==> config.mk <==
export PLATFORM = sky130hd
export DESIGN_NAME = fetch_unit
export DESIGN_NICKNAME = d
export VERILOG_FILES = /design/src/rtl/fetch_unit.sv
export SDC_FILE = /design/constraint.sdc
export NUM_CORES = 1
export LEC_CHECK = 0
export ABC_AREA = 0
export CELL_PAD_IN_SITES_DETAIL_PLACEMENT = 0
export CELL_PAD_IN_SITES_GLOBAL_PLACEMENT = 1
export CORE_ASPECT_RATIO = 0.5
export CORE_MARGIN = 1.5
export CORE_UTILIZATION = 49
export CTS_BUF_LIST = sky130_fd_sc_hd__clkbuf_8
export CTS_CLUSTER_SIZE = 20
export DETAILED_ROUTE_END_ITERATION = 8
export HOLD_SLACK_MARGIN = 0.15
export PLACE_DENSITY = 0.86
export REMOVE_ABC_BUFFERS = 1
export SLEW_MARGIN = 30
export SYNTH_ARGS = -nofsm -noshare
export SYNTH_HDL_FRONTEND = slang
export SYNTH_SLANG_ARGS = --single-unit
==> constraint.sdc <==
create_clock -name clk -period 5 [get_ports clk]
set_clock_uncertainty 0.1 [all_clocks]
set_input_delay 0.5 -clock clk [delete_from_list [all_inputs] [get_ports clk]]
set_output_delay 0.5 -clock clk [all_outputs]
set_load 0.05 [all_outputs]
==> src/rtl/fetch_unit.sv <==
// Instruction-fetch stage: PC, credit-limited in-order imem requests, response FIFO,
// redirect flush with stale-response discard, and the registered IF_ID output.
package fetch_unit_pkg;
  typedef struct packed {
    logic [31:0] pc;
    logic [31:0] fetched_inst;
    logic        do_not_execute;
  } if_id_t;
endpackage

module fetch_unit
  import fetch_unit_pkg::*;
#(
  parameter logic [31:0] RESET_PC = 32'h0000_0000,
  parameter int          DEPTH    = 2,
  parameter logic [31:0] NOP_INST = 32'h0000_0013
) (
  input  logic        clk,
  input  logic        reset_n,
  output logic        imem_req_valid,
  input  logic        imem_req_ready,
  output logic [31:0] imem_req_addr,
  input  logic        imem_rsp_valid,
  input  logic [31:0] imem_rsp_data,
  input  logic        redirect_valid,
  input  logic [31:0] redirect_pc,
  output if_id_t      if_id_r
);

  localparam int CW = $clog2(DEPTH + 1);
  localparam int PW = $clog2(DEPTH);

  typedef enum logic {RUN, FLUSH} state_t;

  state_t        state_q, state_d;
  logic [31:0]   pc_q, pc_d;
  logic [CW-1:0] out_q, out_d;
  logic [CW-1:0] disc_q, disc_d;
  logic [CW-1:0] f_cnt_q, f_cnt_d;
  logic [PW-1:0] f_rd_q, f_rd_d, f_wr_q, f_wr_d;
  logic [PW-1:0] t_rd_q, t_rd_d, t_wr_q, t_wr_d;
  logic [31:0]   fifo_pc_q   [DEPTH];
  logic [31:0]   fifo_pc_d   [DEPTH];
  logic [31:0]   fifo_inst_q [DEPTH];
  logic [31:0]   fifo_inst_d [DEPTH];
  logic [31:0]   tag_q       [DEPTH];
  logic [31:0]   tag_d       [DEPTH];
  if_id_t        if_id_q, if_id_d;

  logic          credit, req_fire, push, pop;
  logic          unused_ok;

  assign unused_ok = ^redirect_pc[1:0];

  // Outstanding requests plus buffered words never exceed the FIFO size.
  assign credit         = ({1'b0, out_q} + {1'b0, f_cnt_q}) < (CW+1)'(DEPTH);
  assign imem_req_valid = (state_q == RUN) && !redirect_valid && credit;
  assign imem_req_addr  = pc_q;
  assign req_fire       = imem_req_valid && imem_req_ready;
  assign push           = imem_rsp_valid && (state_q == RUN) && !redirect_valid;
  assign pop            = (f_cnt_q != '0) && !redirect_valid;
  assign if_id_r        = if_id_q;

  always_comb begin
    state_d     = state_q;
    pc_d        = pc_q;
    out_d       = out_q;
    disc_d      = disc_q;
    f_cnt_d     = f_cnt_q;
    f_rd_d      = f_rd_q;
    f_wr_d      = f_wr_q;
    t_rd_d      = t_rd_q;
    t_wr_d      = t_wr_q;
    fifo_pc_d   = fifo_pc_q;
    fifo_inst_d = fifo_inst_q;
    tag_d       = tag_q;
    if_id_d     = '{pc: 32'h0, fetched_inst: NOP_INST, do_not_execute: 1'b1};

    if (req_fire) begin
      pc_d          = pc_q + 32'd4;
      tag_d[t_wr_q] = pc_q;
      t_wr_d        = t_wr_q + PW'(1);
    end
    // Every response, kept or discarded, retires its PC tag.
    if (imem_rsp_valid) t_rd_d = t_rd_q + PW'(1);

    unique case ({req_fire, imem_rsp_valid})
      2'b10:   out_d = out_q + CW'(1);
      2'b01:   out_d = out_q - CW'(1);
      default: ;
    endcase

    if (pop) begin
      if_id_d = '{pc: fifo_pc_q[f_rd_q], fetched_inst: fifo_inst_q[f_rd_q], do_not_execute: 1'b0};
      f_rd_d  = f_rd_q + PW'(1);
    end
    if (push) begin
      fifo_pc_d[f_wr_q]   = tag_q[t_rd_q];
      fifo_inst_d[f_wr_q] = imem_rsp_data;
      f_wr_d              = f_wr_q + PW'(1);
    end
    unique case ({push, pop})
      2'b10:   f_cnt_d = f_cnt_q + CW'(1);
      2'b01:   f_cnt_d = f_cnt_q - CW'(1);
      default: ;
    endcase

    if (state_q == FLUSH && imem_rsp_valid) begin
      disc_d = disc_q - CW'(1);
      if (disc_q == CW'(1)) state_d = RUN;
    end

    // Redirect overrides everything: drop buffered words, discard all still in flight.
    if (redirect_valid) begin
      pc_d    = {redirect_pc[31:2], 2'b00};
      f_cnt_d = '0;
      f_rd_d  = f_wr_q;
      f_wr_d  = f_wr_q;
      disc_d  = out_d;
      state_d = (out_d != '0) ? FLUSH : RUN;
    end
  end

  always_ff @(posedge clk or negedge reset_n) begin
    if (!reset_n) begin
      state_q <= RUN;
      pc_q    <= RESET_PC;
      out_q   <= '0;
      disc_q  <= '0;
      f_cnt_q <= '0;
      f_rd_q  <= '0;
      f_wr_q  <= '0;
      t_rd_q  <= '0;
      t_wr_q  <= '0;
      if_id_q <= '{pc: 32'h0, fetched_inst: NOP_INST, do_not_execute: 1'b1};
      for (int i = 0; i < DEPTH; i++) begin
        fifo_pc_q[i]   <= '0;
        fifo_inst_q[i] <= '0;
        tag_q[i]       <= '0;
      end
    end else begin
      state_q     <= state_d;
      pc_q        <= pc_d;
      out_q       <= out_d;
      disc_q      <= disc_d;
      f_cnt_q     <= f_cnt_d;
      f_rd_q      <= f_rd_d;
      f_wr_q      <= f_wr_d;
      t_rd_q      <= t_rd_d;
      t_wr_q      <= t_wr_d;
      if_id_q     <= if_id_d;
      fifo_pc_q   <= fifo_pc_d;
      fifo_inst_q <= fifo_inst_d;
      tag_q       <= tag_d;
    end
  end

  a_no_orphan_rsp: assert property (@(posedge clk) disable iff (!reset_n)
    imem_rsp_valid |-> (out_q != '0));

endmodule

==> results of run 1 <==
-- registers in the layout, indices dropped and copies added (netlist names) --
name,count
fifo_inst_q,64
if_id_r,63
fifo_pc_q,60
tag_q,60
imem_req_addr,30
disc_q,2
f_cnt_q,2
out_q,2
f_rd_q,1
f_wr_q,1
state_q,1
t_rd_q,1
t_wr_q,1
-- cell type report --
cell class / count / area share, %
sequential: 288 / 49.7
tap: 307 / 2.65
clock buffer: 50 / 4.74
clock inverter: 23 / 0.621
multi-input combinational: 599 / 29.9
timing repair buffer: 177 / 12.2
inverter: 6 / 0.155
-- layer usage --
layer / routed length, µm / vias up / global-route usage (%)
met1: 12400 / 4072 / 30.2
li1: - / 3664 / -
met5: 0 / - / 0
met3: 1070 / 45 / 3.71
met2: 12800 / 168 / 35.7
met4: 512 / 0 / 6.12
-- worst max-delay path: stages, from the launching register on --
cell      delay (ns)
dfrtp_1         0.44
and2_1          0.20
fa_1            0.49
nor4b_4         0.26
buf_4           0.26
and2_1          0.47
inv_2           0.20
buf_4           0.25
or4_4           0.56
o211ai_1        0.17
o311ai_1        0.12
-- metrics by stage --
stage | setup slack [ns] | cell area (µm²) | std cells | total power (µW)
final | 1.34 | 14500 | 1450 | 7660
after global routing | 1.23 | 14500 | 1450 | 8140
after CTS | 1.35 | 14500 | 1449 | 7740
after detailed placement | 1.36 | 13700 | 1375 | 5950
after global placement | 1.41 | 13700 | 1375 | 5810
after floorplan | 0.433 | 11500 | 893 | 5290
-- cell usage after synthesis, types with 2 or more instances --
cell type  number  area [µm²]
nor2_1        139         522
nor2b_1         5        31.3
a21oi_1        72         360
buf_2          11        55.1
nand3_1        22         110
a31o_2          2        17.5
o31ai_1         2        15.0
and2_1          2        12.5
mux2_2        122        1370
a21o_1          3        22.5
a221o_1         7        70.1
nor3_1          4        20.0
a31oi_1         3        18.8
and3_1          7        43.8
clkbuf_1       39         146
nand2b_1        2        12.5
nor4_1          4        25.0
xnor2_1         6        52.6
buf_4           5        37.5
buf_1           7        26.3
mux2i_1        91         911
a22oi_1         2        15.0
nand4_1        15        93.8
o311ai_1        2        17.5
o21ai_0        13        65.1
ha_1            3        37.5
nand2_1        32         120
xor2_1          5        43.8
o311ai_0        4        35.0
dfstp_2         4         105
nor3b_1         2        15.0
or3_1           3        18.8
a211o_1         3        26.3
o211ai_1        6        45.0
dfrtp_1       284        7110
inv_1           4        15.0
-- where the power goes --
part           switching (µW)  total (µW)  internal (µW)
registers                 593        3750           3160
clock network             866        1770            900
logic                    1050        2150           1090
total                    2510        7660           5150
-- worst paths after layout --
check | slack, ns | start | to
setup reg to reg | 1.34 | f_cnt_q[0] | imem_req_addr[16]
hold reg to reg | 0.38 | tag_q[25] | tag_q[25]
setup / recovery | 1.34 | f_cnt_q[0] | imem_req_addr[16]
min in group asynchronous | 0.48 | reset_n | fifo_pc_q[34]
max in group asynchronous | 2.96 | reset_n | f_rd_q
hold / removal | 0.38 | tag_q[25] | tag_q[25]
-- cells by family after synthesis --
kind of cell | Yosys count | synth area share, %
other | 1 | 0.0318
AND/OR/NAND/NOR | 241 | 9.22
buffers and inverters | 68 | 2.44
adder cells (fa/ha/maj) | 4 | 0.488
XOR/XNOR | 11 | 0.817
AO/OA/AOI/OAI | 126 | 6.49
flip-flops | 288 | 61.1
multiplexers | 213 | 19.4
-- timing repair --
| item | CTS | global route |
|---|---|---|
| endpoints found under the hold margin | 107 | 0 |
| setup endpoints to repair | 0 | 0 |
| hold buffers | 1 | 0 |
==> flow_summary.toml, run 1 <==
[finish]
layout_commonest_cell = "dfrtp_1"
share_of_final_layout_standard_cells_stronger_than_drive_strength_1_pct = 18.2
utilization_pct = 62.5
area_delta_synth_final_pct = 23.1
num_antenna_cells = 0
layout.cells.most_common_list = "dfrtp_1 (282), clkdlybuf4s50_1 (158), nor2_1 (137)"
multi_input_area_mm2 = 0.00433
nFillCells = 1825
num-nets-final = 1186
layout.area.seq_mm2 = 0.00722

[timing]
worstMarginPinSlew_ns = 1.04
hold_viol = 0
timing_max_transition_violations_final = 0
tightest_slew_margin_relative_to_the_limit_pct = 29.8
timing.fmax_ghz = 0.273
final.min_clock_period_ns = 3.66
grt_setup_unrepaired = "no"
setup_tns_ns = 0
hold_ws_ns = 0.379
timing.final.crit_share_pct = 73.2
finalSetupViolations = 0

[grt]
grt_antenna_before_repair = 0
grt_pass1_wl_um = 43400
globalRouteTotalUtil_pct = 21.7
first_global_vias = 8136
grt_remaining_overflow = 0
grt_max_degree = 126

[logic_synthesis]
syn_area_mm2 = 0.0118
synth_unique_cells = 51
number_of_synthesized_flops_with_an_enable_pin = 0
netlist_instances = 952
syn_area_per_cell_um2 = 12.4
synth-warning-count = 0
synthFlopType = "dfrtp_1"
ys_seq_elements = 288
seq_area_frac_synth_pct = 61.1
postSynth.asyncResetShare_pct = 100

[cts]
cts_resized = 0
ctsLongestPathBuffers = 3
cts_root_buf = "clkbuf_8"
tritoncts.num_buffers = 41
clk_latency_ns = 0.55
cts_sinks = 288
postCtsSetupRepairBufs = 0
clk_pin_slew_worst_paths_ns = 0.07
tritoncts = "built"
clock_tree.htree_level_count = 2

[setup_path]
critPathMaxFanout = 17
timing.reg2reg.worst_path_depth = 10
critPathRequiredTime_ns = 5.32
cp-end-kind = "register"
arrival_ns = 3.98
criticalPathCategory = "register to register"
startpoint_type = "register"

[routing]
detail_route.iter0.violations = 634
avg_wl_per_cell_um = 18.5
antenna_violating_nets_post_route = 0
drt-vias-per-instance = 5.48
dr_total_vias = 7949
detailedRoute.firstPassIterationCount = 7
drt_drc_violations_left = 0
detail_route.wirelength_um = 26800

[floorplanning]
effective_utilization_at_floorplan_pct = 50.8
floorplan.rows = 39
fp.dieArea_mm2 = 0.0251
die_w_um = 222
chipHeight_um = 113
core_area_mm2 = 0.0232
ioPinCount = 167

[outcome]
outcome = "finished clean"

[worst_hold_path]
timing.hold.worst_path_depth = 2
hold_class = "register to register"

[placement]
io_buffer_count = 160
gp_routability_congestion = 0.795
post-dp-hpwl_um = 17100

[flow_run]
maxCapViolations = 0

[power_and_ir_drop]
irDropWorstVdd_v = 0.000214
powerDensity_mw_per_mm2 = 528
power.static_leakage_uw = 0.00650
Power figures use the tool's default switching activity.
==> run 2: changes to the inputs <==
CORE_UTILIZATION = 46   (was 49)
PLACE_DENSITY = 0.82   (was 0.86)
clock period = 3.7 ns   (was 5 ns; I/O delays follow)
==> run 2 against run 1 <==
Clock power up 57%; core utilization is 3.5 points lower; design area increased by 2.4%; critical endpoint is now state_q.
==> flow_summary.toml, run 2 (synthesis results as in run 1) <==
[cts]
clock_tree.htree_level_count = 2
cts_root_buf = "clkbuf_8"
cts_sinks = 288
clk_pin_slew_worst_paths_ns = 0.06
tritoncts.num_buffers = 43
tritoncts = "built"
clk_latency_ns = 0.56
ctsLongestPathBuffers = 3

[floorplanning]
die_w_um = 229
core_area_mm2 = 0.0252
chipHeight_um = 116
floorplan.rows = 41
ioPinCount = 167
fp.dieArea_mm2 = 0.0267
effective_utilization_at_floorplan_pct = 46.8

[power_and_ir_drop]
powerDensity_mw_per_mm2 = 726
power.static_leakage_uw = 0.00664
irDropWorstVdd_v = 0.000285
report.power.total_uw = 10800

[routing]
detail_route.iter0.violations = 372
detail_route.wirelength_um = 27400
drt_drc_violations_left = 0
avg_wl_per_cell_um = 18.2
detailedRoute.firstPassIterationCount = 5
drt-vias-per-instance = 5.27
dr_total_vias = 7915
antenna_violating_nets_post_route = 0

[grt]
grt_max_degree = 91
grt_antenna_before_repair = 1
first_global_vias = 8185
globalRouteTotalUtil_pct = 20.9
grt_pass1_wl_um = 43800
grt_remaining_overflow = 0

[timing]
timing.fmax_ghz = 0.350
hold_ws_ns = 0.309
timing_max_transition_violations_final = 0
grt_setup_unrepaired = "no"
timing.final.crit_share_pct = 77.2
finalSetupViolations = 0
tightest_slew_margin_relative_to_the_limit_pct = 43.9
final.min_clock_period_ns = 2.86
worstMarginPinSlew_ns = 0.838
hold_viol = 0

[worst_hold_path]
timing.hold.worst_path_depth = 3
hold_class = "primary input to register"

[placement]
post-dp-hpwl_um = 17500
placement_stage_cell_area_mm2 = 0.0139
io_buffer_count = 160
gp_routability_congestion = 0.774

[outcome]
outcome = "finished clean"

[setup_path]
cp-end-kind = "register"
timing.reg2reg.worst_path_depth = 10
arrival_ns = 3.22
critPathMaxFanout = 7
criticalPathCategory = "register to register"
startpoint_type = "register"
critPathRequiredTime_ns = 4.07

[finish]
layout_commonest_cell = "dfrtp_1"
area_delta_synth_final_pct = 25.9
stdcell_area_mm2 = 0.0149
share_of_final_layout_standard_cells_stronger_than_drive_strength_1_pct = 19.7
layout.cells.most_common_list = "dfrtp_1 (282), clkdlybuf4s50_1 (158), nor2_1 (137)"
num-nets-final = 1198
regMostFlops = "fifo_inst_q"
largest_register_ffs = 64

[flow_run]
maxCapViolations = 0
## run 2: cell types whose count changed in the layout (fill, tap and decap cells not counted), moves of 3 or more
cell,delta
clkbuf_8,+7
buf_4,+7
inv_1,-7
bufinv_16,+3
buf_12,+3
## run 2: layout make-up
type                       instances  area [µm²]
fill                            2056       10300
inverter                           6        22.5
sequential                       288        7220
antenna                            1        2.50
timing repair buffer             187        1910
tap                              344         430
multi-input combinational        599        4330
clock inverter                    19         151
clock buffer                      57         785
## run 2: repair_timing
action / 4_1_cts / 5_1_grt
endpoints found under the setup margin: 0 / 0
gates resized for setup: 0 / 0
hold buffers: 1 / 0
buffers inserted: 0 / 0
hold endpoints to repair: 85 / 0
## run 2: path summary, 6_finish.rpt
| path | from | end | slack [ns] |
|---|---|---|---|
| max | f_cnt_q[0] | state_q | 0.84 |
| min | redirect_pc[3] | imem_req_addr[3] | 0.31 |
| max reg2reg | f_cnt_q[0] | state_q | 0.84 |
| min reg2reg | tag_q[22] | tag_q[22] | 0.38 |
| max in group asynchronous | reset_n | fifo_pc_q[31] | 2.27 |
| min in group asynchronous | reset_n | if_id_r[29] | 0.32 |
## run 2: per-layer routing
metal | global-route usage [%] | wire, µm | vias to the layer above
li1 | - | - | 3683
met1 | 27.6 | 12500 | 4017
met2 | 34.7 | 13200 | 164
met3 | 4.08 | 1120 | 51
met4 | 8.16 | 662 | 0
met5 | 0 | 0 | -
## run 2: power by group
group	leakage, µW	internal, µW	total [µW]	switching (µW)
clock	0.000536	1580	2780	1200
sequential	0.00361	4270	5050	784
combinational	0.00248	1520	2960	1440
## run 2: critical path, stage by stage, from the launching register on
cell and delay (ns):
dfrtp_1 0.44, and2_1 0.20, fa_1 0.49, nor4b_4 0.33
and2_1 0.20, inv_2 0.10, ha_1 0.31, nor2_1 0.13
xor2_1 0.27, nor2_1 0.07, a21oi_1 0.14
## run 2: stage by stage
stage                     TNS (ns)  setup WS (ns)  std cells  util (%)
after floorplan             -60.26         -0.833        893         -
after global routing             0          0.661       1501      59.0
after detailed placement         0          0.857       1423      55.2
after CTS                        0          0.847       1500      59.0
final                            0          0.845       1501      59.0
after global placement           0          0.919       1421      55.0
==> run 3: changes to the inputs <==
CORE_UTILIZATION = 41   (was 46)
PLACE_DENSITY = 0.77   (was 0.82)
clock period = 2.5 ns   (was 3.7 ns; I/O delays follow)
==> run 3 against run 2 <==
The flow now finishes with violations (negative setup slack); die area rose by 12%; fmax up 9.1%; global-route usage decreased by 1.9 points; sequential share of layout area fell by 1.2 points; clock-buffer cell count shrank 5; register-to-register slack got worse by 0.96 ns; design area rose by 2.5%; hold slack got worse by 0.15 ns; setup slack worse by 0.96 ns; sequential power rose by 45%; highest routed layer unchanged; combinational power grew 62%; critical path depth fell by 2; largest cell class unchanged.
==> flow_summary.toml, run 3 (synthesis results as in run 1) <==
[outcome]
outcome = "finished with violations"
failed_checks = "negative setup slack"

[power_and_ir_drop]
power.static_leakage_uw = 0.00682
irDropWorstVdd_v = 0.000427
powerDensity_mw_per_mm2 = 1030

[finish]
largest_register_ffs = 64
num_antenna_cells = 0
num-nets-final = 1237
layout.cells.most_common_list = "dfrtp_1 (282), clkdlybuf4s50_1 (157), nor2_1 (134)"
share_of_final_layout_standard_cells_stronger_than_drive_strength_1_pct = 22.9
layout_commonest_cell = "dfrtp_1"
regMostFlops = "fifo_inst_q"
area_delta_synth_final_pct = 29.2

[setup_path]
cp_slowest_stage_delay_ns = 0.53
kind_of_cell_adding_the_most_delay_to_the_critical_path = "simple AND/OR/NAND/NOR gates"
startpoint_type = "register"
critPathMaxFanout = 5
worst_path_max_delay_cell = "or4_4"
criticalPathCategory = "register to register"
cp_num_buf_inv = 1
critPathRequiredTime_ns = 2.85
crit_path_cell_trace = "and2_4 > fa_2 > nor4b_4 > and2_4 > inv_6 > or4_4 > o211ai_1 > o311ai_1"
cp-end-kind = "register"
arrival_ns = 2.96
critPathMostFrequentCell = "and2_4"

[grt]
grt_remaining_overflow = 0
first_global_vias = 8258
global_route.usage.met1_pct = 25.1
fraction_of_met3_tracks_used_by_global_routing_pct = 3.67
grt_max_degree = 78
grt_antenna_before_repair = 0
grt_pass1_wl_um = 44400
groute.layer.met2.usage_pct = 31.2
globalRouteTotalUtil_pct = 19.0
globalRoute.busiestLayer = "met2"

[routing]
avg_wl_per_cell_um = 17.8
drt-vias-per-instance = 5.12
dr_total_vias = 8047
detailedRoute.firstPassIterationCount = 4
detail_route.wirelength_um = 28100
antenna_violating_nets_post_route = 0
drt_drc_violations_left = 0
detail_route.iter0.violations = 428

[timing]
final.min_clock_period_ns = 2.62
timing.final.crit_share_pct = 105
final_critical_path_setup_slack_ns = -0.118
setup_tns_ns = -0.684
grt_setup_unrepaired = "yes"
tightest_slew_margin_relative_to_the_limit_pct = 57.7
finalSetupViolations = 25
hold_viol = 0
timing_max_transition_violations_final = 0
timing.fmax_ghz = 0.382
hold_ws_ns = 0.160
worstMarginPinSlew_ns = 0.634

[floorplanning]
ioPinCount = 167
die_w_um = 243
effective_utilization_at_floorplan_pct = 42.2
chipHeight_um = 123
fp.dieArea_mm2 = 0.0299
core_area_mm2 = 0.0280
floorplan.rows = 43

[cts]
clock_tree.htree_level_count = 2
tritoncts.num_buffers = 43
ctsLongestPathBuffers = 3
cts_root_buf = "clkbuf_8"
clk_latency_ns = 0.57
cts_sinks = 288
clk_pin_slew_worst_paths_ns = 0.07
tritoncts = "built"

[placement]
io_buffer_count = 160
post-dp-hpwl_um = 18700
gp_routability_congestion = 0.862

[flow_run]
maxCapViolations = 0

[worst_hold_path]
hold_class = "primary input to async pin"
[run 3: changes by cell type in the layout (fill, tap and decap cells not counted), moves of 3 or more]
cell       change
clkbuf_8       -5
bufinv_16      -3
buf_4         +27
nor2_1         -3
buf_12        +10
nor2_2         +3
[run 3: through the flow]
stage	instances	utilization, %	instance area, µm²	setup slack [ns]	total power [µW]
floorplan	893	-	11500	-2.03	10600
global placement	1495	51.0	14300	-0.0975	11900
detailed placement	1495	51.0	14300	-0.242	12100
CTS	1571	54.2	15200	-0.160	15900
global route	1573	54.4	15200	-0.183	16800
finish	1573	54.4	15200	-0.118	15800
[run 3: worst paths after layout]
check	from	endpoint	slack [ns]	depth (start not counted)
max in group asynchronous	reset_n	if_id_r[5]	1.34	3
worst min register to register	tag_q[22]	tag_q[22]	0.38	2
worst min-delay path	reset_n	fifo_pc_q[41]	0.16	2
worst max register to register	out_q[0]	imem_req_addr[16]	-0.12	8
min in group clk	redirect_pc[20]	imem_req_addr[20]	0.21	3
worst max-delay path	out_q[0]	imem_req_addr[16]	-0.12	8
[run 3: layout make-up]
class | instances | area (µm²)
Tap cell | 382 | 478
Multi-Input combinational cell | 599 | 4400
Inverter | 6 | 27.5
Clock buffer | 52 | 716
Fill cell | 2315 | 12700
Timing Repair Buffer | 226 | 2310
Sequential cell | 288 | 7220
Clock inverter | 20 | 85.1
[run 3: repair_timing]
action,CTS,global route
endpoints found under the setup margin,65,73
pin swaps,8,11
resized for setup,9,13
setup buffers,2,2
cloned,0,1
hold buffers,2,0
endpoints found under the hold margin,294,0
[run 3: per-layer routing]
layer	share of wire, %	up-vias	routed length, µm
met4	3.3	0	926
met5	0	-	0
met1	45	4076	12800
met3	3.8	68	1070
li1	-	3753	-
met2	47	150	13300
[run 3: power breakdown]
group	internal, µW	leakage (µW)	switching (µW)	total [µW]
registers	6310	0.00361	993	7310
logic	2420	0.00274	2380	4800
clock network	1870	0.000467	1780	3650
